### src/rtl/voice_allocator_pkg.sv
// Shared constants for the piano tone path: key indices, widths and allocator state encoding.
package piano_pkg;

    localparam int KEY_W    = 4;
    localparam int NUM_KEYS = 13;
    localparam int AGE_W    = 3;

    typedef enum logic {
        ST_SONG = 1'b0,
        ST_SCAN = 1'b1
    } state_e;

    localparam logic [KEY_W-1:0] KEY_C1  = 4'd0;
    localparam logic [KEY_W-1:0] KEY_CS1 = 4'd1;
    localparam logic [KEY_W-1:0] KEY_D1  = 4'd2;
    localparam logic [KEY_W-1:0] KEY_DS1 = 4'd3;
    localparam logic [KEY_W-1:0] KEY_E1  = 4'd4;
    localparam logic [KEY_W-1:0] KEY_F1  = 4'd5;
    localparam logic [KEY_W-1:0] KEY_FS1 = 4'd6;
    localparam logic [KEY_W-1:0] KEY_G1  = 4'd7;
    localparam logic [KEY_W-1:0] KEY_GS1 = 4'd8;
    localparam logic [KEY_W-1:0] KEY_A1  = 4'd9;
    localparam logic [KEY_W-1:0] KEY_AS1 = 4'd10;
    localparam logic [KEY_W-1:0] KEY_B1  = 4'd11;
    localparam logic [KEY_W-1:0] KEY_C2  = 4'd12;

    // Saturating increment used for voice ages.
    function automatic logic [AGE_W-1:0] age_sat_inc(input logic [AGE_W-1:0] age,
                                                     input logic [AGE_W-1:0] age_max);
        logic [AGE_W-1:0] res;
        if (age >= age_max) begin
            res = age_max;
        end else begin
            res = age + 3'd1;
        end
        return res;
    endfunction

endpackage

### src/rtl/voice_allocator_if.sv
// Key-side inputs and voice-side outputs of the polyphony allocator.
interface voice_allocator_if
    import piano_pkg::*;
#(
    parameter int NUM_VOICES = 2
) ();

    logic [NUM_KEYS-1:0]         key_value;
    logic [NUM_KEYS-1:0]         key_flag;
    logic                        stat;
    logic [NUM_VOICES-1:0]       voice_en;
    logic [KEY_W*NUM_VOICES-1:0] voice_key;
    logic                        alloc_pulse;
    logic                        steal_pulse;

    modport master (
        output key_value, key_flag, stat,
        input  voice_en, voice_key, alloc_pulse, steal_pulse
    );

    modport slave (
        input  key_value, key_flag, stat,
        output voice_en, voice_key, alloc_pulse, steal_pulse
    );

endinterface

### src/rtl/voice_allocator_lru.sv
// Per-voice saturating ages; presents the oldest voice (lowest index on ties) as the steal victim.
module voice_lru
    import piano_pkg::*;
#(
    parameter  int NUM_VOICES = 2,
    localparam int VW         = (NUM_VOICES > 1) ? $clog2(NUM_VOICES) : 1
) (
    input  logic                  clk,
    input  logic                  rst_n,
    input  logic                  clear,
    input  logic                  alloc,
    input  logic [VW-1:0]         alloc_idx,
    input  logic [NUM_VOICES-1:0] voice_en,
    output logic [VW-1:0]         victim
);

    localparam logic [AGE_W-1:0] AGE_MAX = AGE_W'(NUM_VOICES - 1);

    logic [AGE_W-1:0] age_q [NUM_VOICES];
    logic [AGE_W-1:0] age_d [NUM_VOICES];
    logic [VW-1:0]    victim_q;
    logic [VW-1:0]    victim_d;
    logic [AGE_W-1:0] best_age_s;

    // Age update and victim search on the post-update ages, so the registered victim tracks age_q.
    always_comb begin
        for (int n = 0; n < NUM_VOICES; n++) begin
            age_d[n] = age_q[n];
        end
        if (clear) begin
            for (int n = 0; n < NUM_VOICES; n++) begin
                age_d[n] = 3'd0;
            end
        end else if (alloc) begin
            for (int n = 0; n < NUM_VOICES; n++) begin
                if (VW'(n) == alloc_idx) begin
                    age_d[n] = 3'd0;
                end else if (voice_en[n]) begin
                    age_d[n] = age_sat_inc(age_q[n], AGE_MAX);
                end else begin
                    age_d[n] = age_q[n];
                end
            end
        end else begin
            for (int n = 0; n < NUM_VOICES; n++) begin
                age_d[n] = age_q[n];
            end
        end

        victim_d   = '0;
        best_age_s = age_d[0];
        for (int n = 1; n < NUM_VOICES; n++) begin
            if (age_d[n] > best_age_s) begin
                victim_d   = VW'(n);
                best_age_s = age_d[n];
            end else begin
                best_age_s = best_age_s;
            end
        end
    end

    // Age and victim registers.
    always_ff @(posedge clk) begin
        if (!rst_n) begin
            for (int n = 0; n < NUM_VOICES; n++) begin
                age_q[n] <= 3'd0;
            end
            victim_q <= '0;
        end else begin
            for (int n = 0; n < NUM_VOICES; n++) begin
                age_q[n] <= age_d[n];
            end
            victim_q <= victim_d;
        end
    end

    assign victim = victim_q;

endmodule

### src/rtl/voice_allocator.sv
// Polyphony controller: scans one key per cycle and binds pressed keys to voice channels,
// stealing the oldest voice when all are busy.
module voice_allocator
    import piano_pkg::*;
#(
    parameter  int NUM_VOICES = 2,
    localparam int VW         = (NUM_VOICES > 1) ? $clog2(NUM_VOICES) : 1
) (
    input  logic            clk,
    input  logic            rst_n,
    voice_allocator_if.slave bus
);

    state_e                      state_q, state_d;
    logic [KEY_W-1:0]            scan_ptr_q, scan_ptr_d;
    logic [NUM_VOICES-1:0]       voice_en_q, voice_en_d;
    logic [KEY_W*NUM_VOICES-1:0] voice_key_q, voice_key_d;
    logic                        alloc_pulse_q, alloc_pulse_d;
    logic                        steal_pulse_q, steal_pulse_d;

    logic          pressed_s, released_s;
    logic          hit_s, free_s;
    logic [VW-1:0] hit_idx_s, free_idx_s, alloc_idx_s, victim_s;
    logic          lru_clear_s, lru_alloc_s;

    assign pressed_s  = bus.key_flag[scan_ptr_q] & ~bus.key_value[scan_ptr_q];
    assign released_s = bus.key_value[scan_ptr_q];

    // Priority encoders: lowest-index voice holding the scanned key, and lowest-index free voice.
    always_comb begin
        hit_s      = 1'b0;
        hit_idx_s  = '0;
        free_s     = 1'b0;
        free_idx_s = '0;
        for (int n = NUM_VOICES - 1; n >= 0; n--) begin
            if (voice_en_q[n] && (voice_key_q[n*KEY_W +: KEY_W] == scan_ptr_q)) begin
                hit_s     = 1'b1;
                hit_idx_s = VW'(n);
            end else begin
                hit_s     = hit_s;
            end
            if (!voice_en_q[n]) begin
                free_s     = 1'b1;
                free_idx_s = VW'(n);
            end else begin
                free_s     = free_s;
            end
        end
    end

    // Next-state logic for the mode FSM, scan pointer and voice table.
    always_comb begin
        state_d       = state_q;
        scan_ptr_d    = scan_ptr_q;
        voice_en_d    = voice_en_q;
        voice_key_d   = voice_key_q;
        alloc_pulse_d = 1'b0;
        steal_pulse_d = 1'b0;
        lru_clear_s   = 1'b0;
        lru_alloc_s   = 1'b0;
        alloc_idx_s   = free_s ? free_idx_s : victim_s;

        if (bus.stat) begin
            state_d     = ST_SONG;
            scan_ptr_d  = KEY_C1;
            voice_en_d  = '0;
            voice_key_d = '0;
            lru_clear_s = 1'b1;
        end else begin
            case (state_q)
                ST_SONG: begin
                    state_d     = ST_SCAN;
                    scan_ptr_d  = KEY_C1;
                    voice_en_d  = '0;
                    voice_key_d = '0;
                    lru_clear_s = 1'b1;
                end
                ST_SCAN: begin
                    scan_ptr_d = (scan_ptr_q == KEY_C2) ? KEY_C1 : (scan_ptr_q + 4'd1);
                    if (pressed_s && !hit_s) begin
                        voice_en_d[alloc_idx_s]                       = 1'b1;
                        voice_key_d[int'(alloc_idx_s)*KEY_W +: KEY_W] = scan_ptr_q;
                        alloc_pulse_d                                 = 1'b1;
                        steal_pulse_d                                 = ~free_s;
                        lru_alloc_s                                   = 1'b1;
                    end else if (released_s && hit_s) begin
                        // The key field is left intact so the datapath can finish on the old pitch.
                        voice_en_d[hit_idx_s] = 1'b0;
                    end else begin
                        voice_en_d = voice_en_q;
                    end
                end
                default: begin
                    state_d     = ST_SONG;
                    scan_ptr_d  = KEY_C1;
                    voice_en_d  = '0;
                    voice_key_d = '0;
                    lru_clear_s = 1'b1;
                end
            endcase
        end
    end

    // FSM, scan counter and output registers.
    always_ff @(posedge clk) begin
        if (!rst_n) begin
            state_q       <= ST_SONG;
            scan_ptr_q    <= KEY_C1;
            voice_en_q    <= '0;
            voice_key_q   <= '0;
            alloc_pulse_q <= 1'b0;
            steal_pulse_q <= 1'b0;
        end else begin
            state_q       <= state_d;
            scan_ptr_q    <= scan_ptr_d;
            voice_en_q    <= voice_en_d;
            voice_key_q   <= voice_key_d;
            alloc_pulse_q <= alloc_pulse_d;
            steal_pulse_q <= steal_pulse_d;
        end
    end

    voice_lru #(
        .NUM_VOICES (NUM_VOICES)
    ) u_lru (
        .clk       (clk),
        .rst_n     (rst_n),
        .clear     (lru_clear_s),
        .alloc     (lru_alloc_s),
        .alloc_idx (alloc_idx_s),
        .voice_en  (voice_en_q),
        .victim    (victim_s)
    );

    assign bus.voice_en    = voice_en_q;
    assign bus.voice_key   = voice_key_q;
    assign bus.alloc_pulse = alloc_pulse_q;
    assign bus.steal_pulse = steal_pulse_q;

endmodule

### src/flat_wrapper.sv
// flat-port wrapper written by rule: the top's interface ports become plain ports
module voice_allocator_flat import piano_pkg::*;
#(
    parameter  int NUM_VOICES = 2,
    localparam int VW         = (NUM_VOICES > 1) ? $clog2(NUM_VOICES) : 1
)
  (clk, rst_n, bus_key_value, bus_key_flag, bus_stat, bus_voice_en, bus_voice_key, bus_alloc_pulse, bus_steal_pulse);
  voice_allocator_if #(.NUM_VOICES(NUM_VOICES)) bus_i ();
  input  logic clk;
  input  logic rst_n;
  input wire logic [$bits(bus_i.key_value)-1:0] bus_key_value;
  input wire logic [$bits(bus_i.key_flag)-1:0] bus_key_flag;
  input wire logic [$bits(bus_i.stat)-1:0] bus_stat;
  output wire logic [$bits(bus_i.voice_en)-1:0] bus_voice_en;
  output wire logic [$bits(bus_i.voice_key)-1:0] bus_voice_key;
  output wire logic [$bits(bus_i.alloc_pulse)-1:0] bus_alloc_pulse;
  output wire logic [$bits(bus_i.steal_pulse)-1:0] bus_steal_pulse;
  assign bus_i.key_value = bus_key_value;
  assign bus_i.key_flag = bus_key_flag;
  assign bus_i.stat = bus_stat;
  assign bus_voice_en = bus_i.voice_en;
  assign bus_voice_key = bus_i.voice_key;
  assign bus_alloc_pulse = bus_i.alloc_pulse;
  assign bus_steal_pulse = bus_i.steal_pulse;
  voice_allocator #(.NUM_VOICES(NUM_VOICES)) u_core (.clk(clk), .rst_n(rst_n), .bus(bus_i));
endmodule
### config.mk
export PLATFORM = sky130hd
export DESIGN_NAME = voice_allocator_flat
export DESIGN_NICKNAME = d
export VERILOG_FILES = /design/src/rtl/voice_allocator_pkg.sv /design/src/rtl/voice_allocator_if.sv /design/src/rtl/voice_allocator_lru.sv /design/src/rtl/voice_allocator.sv /design/src/flat_wrapper.sv
export SDC_FILE = /design/constraint.sdc
export NUM_CORES = 1
export LEC_CHECK = 0
export ABC_AREA = 1
export BUFFER_PORTS_ARGS = -buffer_cell sky130_fd_sc_hd__buf_2
export CORE_MARGIN = 2
export CORE_UTILIZATION = 49
export CTS_BUF_LIST = sky130_fd_sc_hd__clkbuf_2
export CTS_CLUSTER_DIAMETER = 120
export DETAILED_ROUTE_END_ITERATION = 8
export PLACE_DENSITY = 0.77
export SLEW_MARGIN = 20
export SYNTH_ARGS = -nofsm -noshare
export SYNTH_HDL_FRONTEND = slang
export SYNTH_SLANG_ARGS = --single-unit
### constraint.sdc
create_clock -name clk -period 2.9 [get_ports clk]
set_clock_uncertainty 0.2 [all_clocks]
set_input_delay 0.29 -clock clk [delete_from_list [all_inputs] [get_ports clk]]
set_output_delay 0.29 -clock clk [all_outputs]
set_load 0.05 [all_outputs]
==> results.md <==
- The number of primary I/O pins is 41.
- The final worst setup slack is 0.232 ns.
- The worst setup path is captured at a flop.
- The critical path goes through inv_1 > nor2_1 > a31oi_1 > nand2_1 > nand3_2 > nor2_4 > nand2_4 > inv_8 > nand2_1 > o21ai_1 > nor2_1 > ha_1 > nand2_1 > nor2_1 > a211oi_1 > a311oi_1.
- Dividing total power by cell area gives a power density of 329 mW/mm2.
- Global routing used 29.8% of the available met2 tracks.
- The y dimension of the die is 62.0 um.
- The clock period minus worst slack is 2.67 ns.
- The standard cell core area is 0.00328 mm2.
- The number of sinks driven by the clock tree is 24.
- The number of max-slew violations in the final report is 0.
- The number of antenna violations at the first check in global routing is 0.
- The area enclosed by the die boundary is 0.00384 mm2.
- The pin count of the biggest net entering global routing is 17.
- The post-detailed-route DRC marker count is 0.
- Summed over all layers, the routed wires come to 3580 um.
- The hold violation count in the final report is 0.
- The layout cell share with drive strength beyond 1 is 21.3%.
- The fraction of met3 tracks used by global routing is 2.48%.
- In the synthesized netlist, mux cells make up 0% of the area.
- The most common library cell in the layout ignoring fill and taps is sky130_fd_sc_hd__nand2_1.
- After legalization and detailed placement, the total HPWL measured 2740 um.
- The critical path start-end classification is reg2reg.
- After synthesis, the largest family of logic cells by area is simple AND/OR/NAND/NOR gates.
- In the final timing run, aggregate negative setup slack is 0 ns.
- The number of different library cells used by synthesis comes to 32.
- The via count normalized by instance count is 4.83.
- Buffers inserted during clock tree synthesis total 3.
- The busiest layer in global routing is met2.
- Together, buffers and inverters on the worst path number 2.
- The count of input and output buffers is 40.
- The worst register-to-register path has a setup slack of 0.23 ns.
- The area added between synthesis and finish is 18.1%.
- The synthesized net count is 291.
- The total routing usage reported by global routing is 19.6%.
- The family with the most delay on the worst path is simple AND/OR/NAND/NOR gates.
- Setup violations remaining at the end of the flow were counted as 0.
- The slew at the pin closest to its max-slew limit is 0.348 ns.
- Summing internal, switching and leakage power gives 640 uW.
- In this run, placement finished with an instance count of 336.
- For this run the aggregate overflow at the end of global routing stands at 0.
- The synthesized design contains 24 register bits.
- The critical-path maximum fanout is 16.
- STA puts the critical path data required time at 2.96 ns.
- The synthesized netlist devotes 12.1% of its cell area to compound gates.
- The count of H-tree levels built during CTS is 1.
- The synthesized area per cell is 6.51 um2.
- Across all layers, the routed design uses 1652 vias.
- Prior to clock tree synthesis, the placed netlist has a worst setup slack of 0.179 ns.
- For this run, the slowest stage of the critical path takes 0.47 ns.
- The number of global-route vias before repair is 1307.
- The Yosys step of the flow raised 0 warnings.
- The share of the core filled with cells is 59.3%.
- The first detailed-routing pass took 4 iterations.
- The number of nets in the final layout is 335.
- Across the run, the number of max-cap violations was 0.
- TritonCTS built the clock tree.
- STA puts the critical path data arrival time at 2.73 ns.
- The total standard cell area after synthesis is 0.00165 mm2.
- The period utilization is 92.0%.
- The clock transition at the registers of the reported paths is 0.23 ns.
- The maximum clock rate is 375 MHz.
- The weighted congestion reported at the end of routability-driven placement is 0.840.
- The share of the Yosys chip area taken by registers is 29.2%.
- After the first detailed-routing iteration, the DRC count stood at 99.
- In the synthesized netlist, the number of instances is 253.
- The slowest library cell on the worst path is sky130_fd_sc_hd__dfxtp_1.
- The final antenna diode count is 0.
- The worst setup path is launched from a flop.
- The initial cell density of the core is 50.2%.
- The cell row count is 21.
- For this design the static power due to leakage is 0.000929 uW.
- The xor and xnor area share after synthesis is 1.59%.
- The flow ran to the end, and the final reports show no timing, DRC or antenna violations.
- The remaining number of nets flagged by the antenna check after routing is 0.
- The average routed wire per standard cell is 10.5 um.
- The path class of the lowest-slack min-delay path is in2reg.
- Clock tree synthesis selected as its root buffer the cell sky130_fd_sc_hd__clkbuf_2.
- Summing the areas of all fa, ha and maj instances in the mapped netlist gives 6.83% of the synthesized area.
- Global routing consumed, on the met1 layer, 29.0% of the routing resources.
- The finished layout holds 342 standard cells, fillers aside.
- The worst ir drop on vdd is 0.191 mV.
- The worst-skew pair later-pin latency is 0.34 ns.
- The top cell types in the final layout, fill and taps aside, are sky130_fd_sc_hd__nand2_1, sky130_fd_sc_hd__buf_2, sky130_fd_sc_hd__nand3_1, sky130_fd_sc_hd__inv_1, sky130_fd_sc_hd__nor2_1.
- The number of buffers between clock root and the deepest sink is 2.
- Headroom to the max-slew limit came out at 76.6%.
- The overall die width is 62.0 um.
- The area share of and/or/nand/nor cells after synthesis is 37.1%.
- The first global-routing pass estimated 5700 um of wire.
-- metrics by stage --
step                cell area, um2  hold WS [ns]
finish                        1950        0.0740
global placement              1860         0.274
global route                  1950        0.0660
floorplan                     1650         0.195
detailed placement            1860         0.275
CTS                           1920        0.0568
-- final timing paths --
| check | from | endpoint | depth (start not counted) |
|---|---|---|---|
| hold reg to reg | u_core.bus.voice_key[1] | u_core.bus.voice_key[1] | 2 |
| hold / removal | rst_n | u_core.u_lru.age_q[0][3] | 3 |
| setup reg to reg | u_core.scan_ptr_q[2] | u_core.u_lru.victim | 16 |
| setup / recovery | u_core.scan_ptr_q[2] | u_core.u_lru.victim | 16 |
-- report_power, final --
| group | total [uW] | internal [uW] | switching, uW |
|---|---|---|---|
| sequential | 336 | 333 | 3.36 |
| combinational | 84.9 | 35.5 | 49.4 |
| clock | 219 | 119 | 101 |
-- repair_timing --
item | 4_1_cts | 5_1_grt
endpoints found under the hold margin | 1 | 0
hold buffers | 1 | 0
gates resized for setup | 0 | 5
setup buffers | 0 | 1
setup endpoints to repair | 0 | 1
-- flip-flops by register name, indices dropped and copies added (netlist names) --
signal                  flops
u_core.bus.alloc_pulse      1
u_core.bus.steal_pulse      1
u_core.bus.voice_en         2
u_core.bus.voice_key        8
u_core.scan_ptr_q           4
u_core.state_q              1
u_core.u_lru.age_q          6
u_core.u_lru.victim         1
-- cells in the mapped netlist --
library cell	instances	share of area, %
sky130_fd_sc_hd__xnor2_1	3	1.6
sky130_fd_sc_hd__inv_2	1	0.23
sky130_fd_sc_hd__buf_2	2	0.61
sky130_fd_sc_hd__buf_4	2	0.91
sky130_fd_sc_hd__a22oi_1	1	0.46
sky130_fd_sc_hd__nand4_1	1	0.38
sky130_fd_sc_hd__nor2_2	1	0.38
sky130_fd_sc_hd__ha_1	9	6.8
sky130_fd_sc_hd__nand2_2	1	0.38
sky130_fd_sc_hd__nor2_4	1	0.68
sky130_fd_sc_hd__dfxtp_1	24	29
sky130_fd_sc_hd__nand2_1	68	15
sky130_fd_sc_hd__nand2_4	1	0.68
sky130_fd_sc_hd__o21bai_1	2	0.91
sky130_fd_sc_hd__nand3_2	2	1.2
sky130_fd_sc_hd__o21ai_0	8	2.4
sky130_fd_sc_hd__o21ai_2	1	0.53
sky130_fd_sc_hd__a21oi_1	13	3.9
sky130_fd_sc_hd__nand3_1	32	9.7
sky130_fd_sc_hd__inv_1	31	7.1
sky130_fd_sc_hd__o21ai_1	2	0.61
sky130_fd_sc_hd__nor2_1	29	6.6
sky130_fd_sc_hd__inv_6	2	1.1
sky130_fd_sc_hd__o211ai_1	3	1.4
sky130_fd_sc_hd__buf_12	1	1.2
sky130_fd_sc_hd__nor4_1	1	0.38
sky130_fd_sc_hd__nor3_1	4	1.2
sky130_fd_sc_hd__a31oi_1	1	0.38
sky130_fd_sc_hd__buf_6	3	2.0
sky130_fd_sc_hd__a311oi_1	1	0.53
sky130_fd_sc_hd__a21oi_2	1	0.53
sky130_fd_sc_hd__a211oi_1	1	0.46
-- layer usage --
layer / up-vias / wire [um]
li1: 902 / -
met1: 695 / 1790
met2: 51 / 1540
met3: 4 / 218
met4: 0 / 35
met5: - / 0
-- cell type report --
cell class | count | area (um2)
repair buffers | 47 | 268
flip-flops and latches | 24 | 485
fillers | 295 | 1340
well taps | 46 | 57.6
multi-input cells | 187 | 951
inverters | 34 | 140
clock buffers | 3 | 15.0
clock inverters | 1 | 30.0
-- cell families (layout without fill, tap and decap cells) --
| logic type | Yosys count | in the layout |
|---|---|---|
| simple gates | 141 | 141 |
| buf+inv | 42 | 85 |
| compound gates | 34 | 34 |
| flops | 24 | 24 |
| fa+ha+maj | 9 | 9 |
| xor+xnor | 3 | 3 |
-- worst register-to-register path, cell delays in order (launching register included) --
cell and delay, ns:
sky130_fd_sc_hd__dfxtp_1 0.47, sky130_fd_sc_hd__inv_1 0.13, sky130_fd_sc_hd__nor2_1 0.16, sky130_fd_sc_hd__a31oi_1 0.10, sky130_fd_sc_hd__nand2_1 0.11, sky130_fd_sc_hd__nand3_2 0.09
sky130_fd_sc_hd__nor2_4 0.12, sky130_fd_sc_hd__nand2_4 0.12, sky130_fd_sc_hd__inv_8 0.11, sky130_fd_sc_hd__nand2_1 0.06, sky130_fd_sc_hd__o21ai_1 0.12, sky130_fd_sc_hd__nor2_1 0.07
sky130_fd_sc_hd__ha_1 0.32, sky130_fd_sc_hd__nand2_1 0.06, sky130_fd_sc_hd__nor2_1 0.10, sky130_fd_sc_hd__a211oi_1 0.05, sky130_fd_sc_hd__a311oi_1 0.20
(Power assumes the default switching activity.)
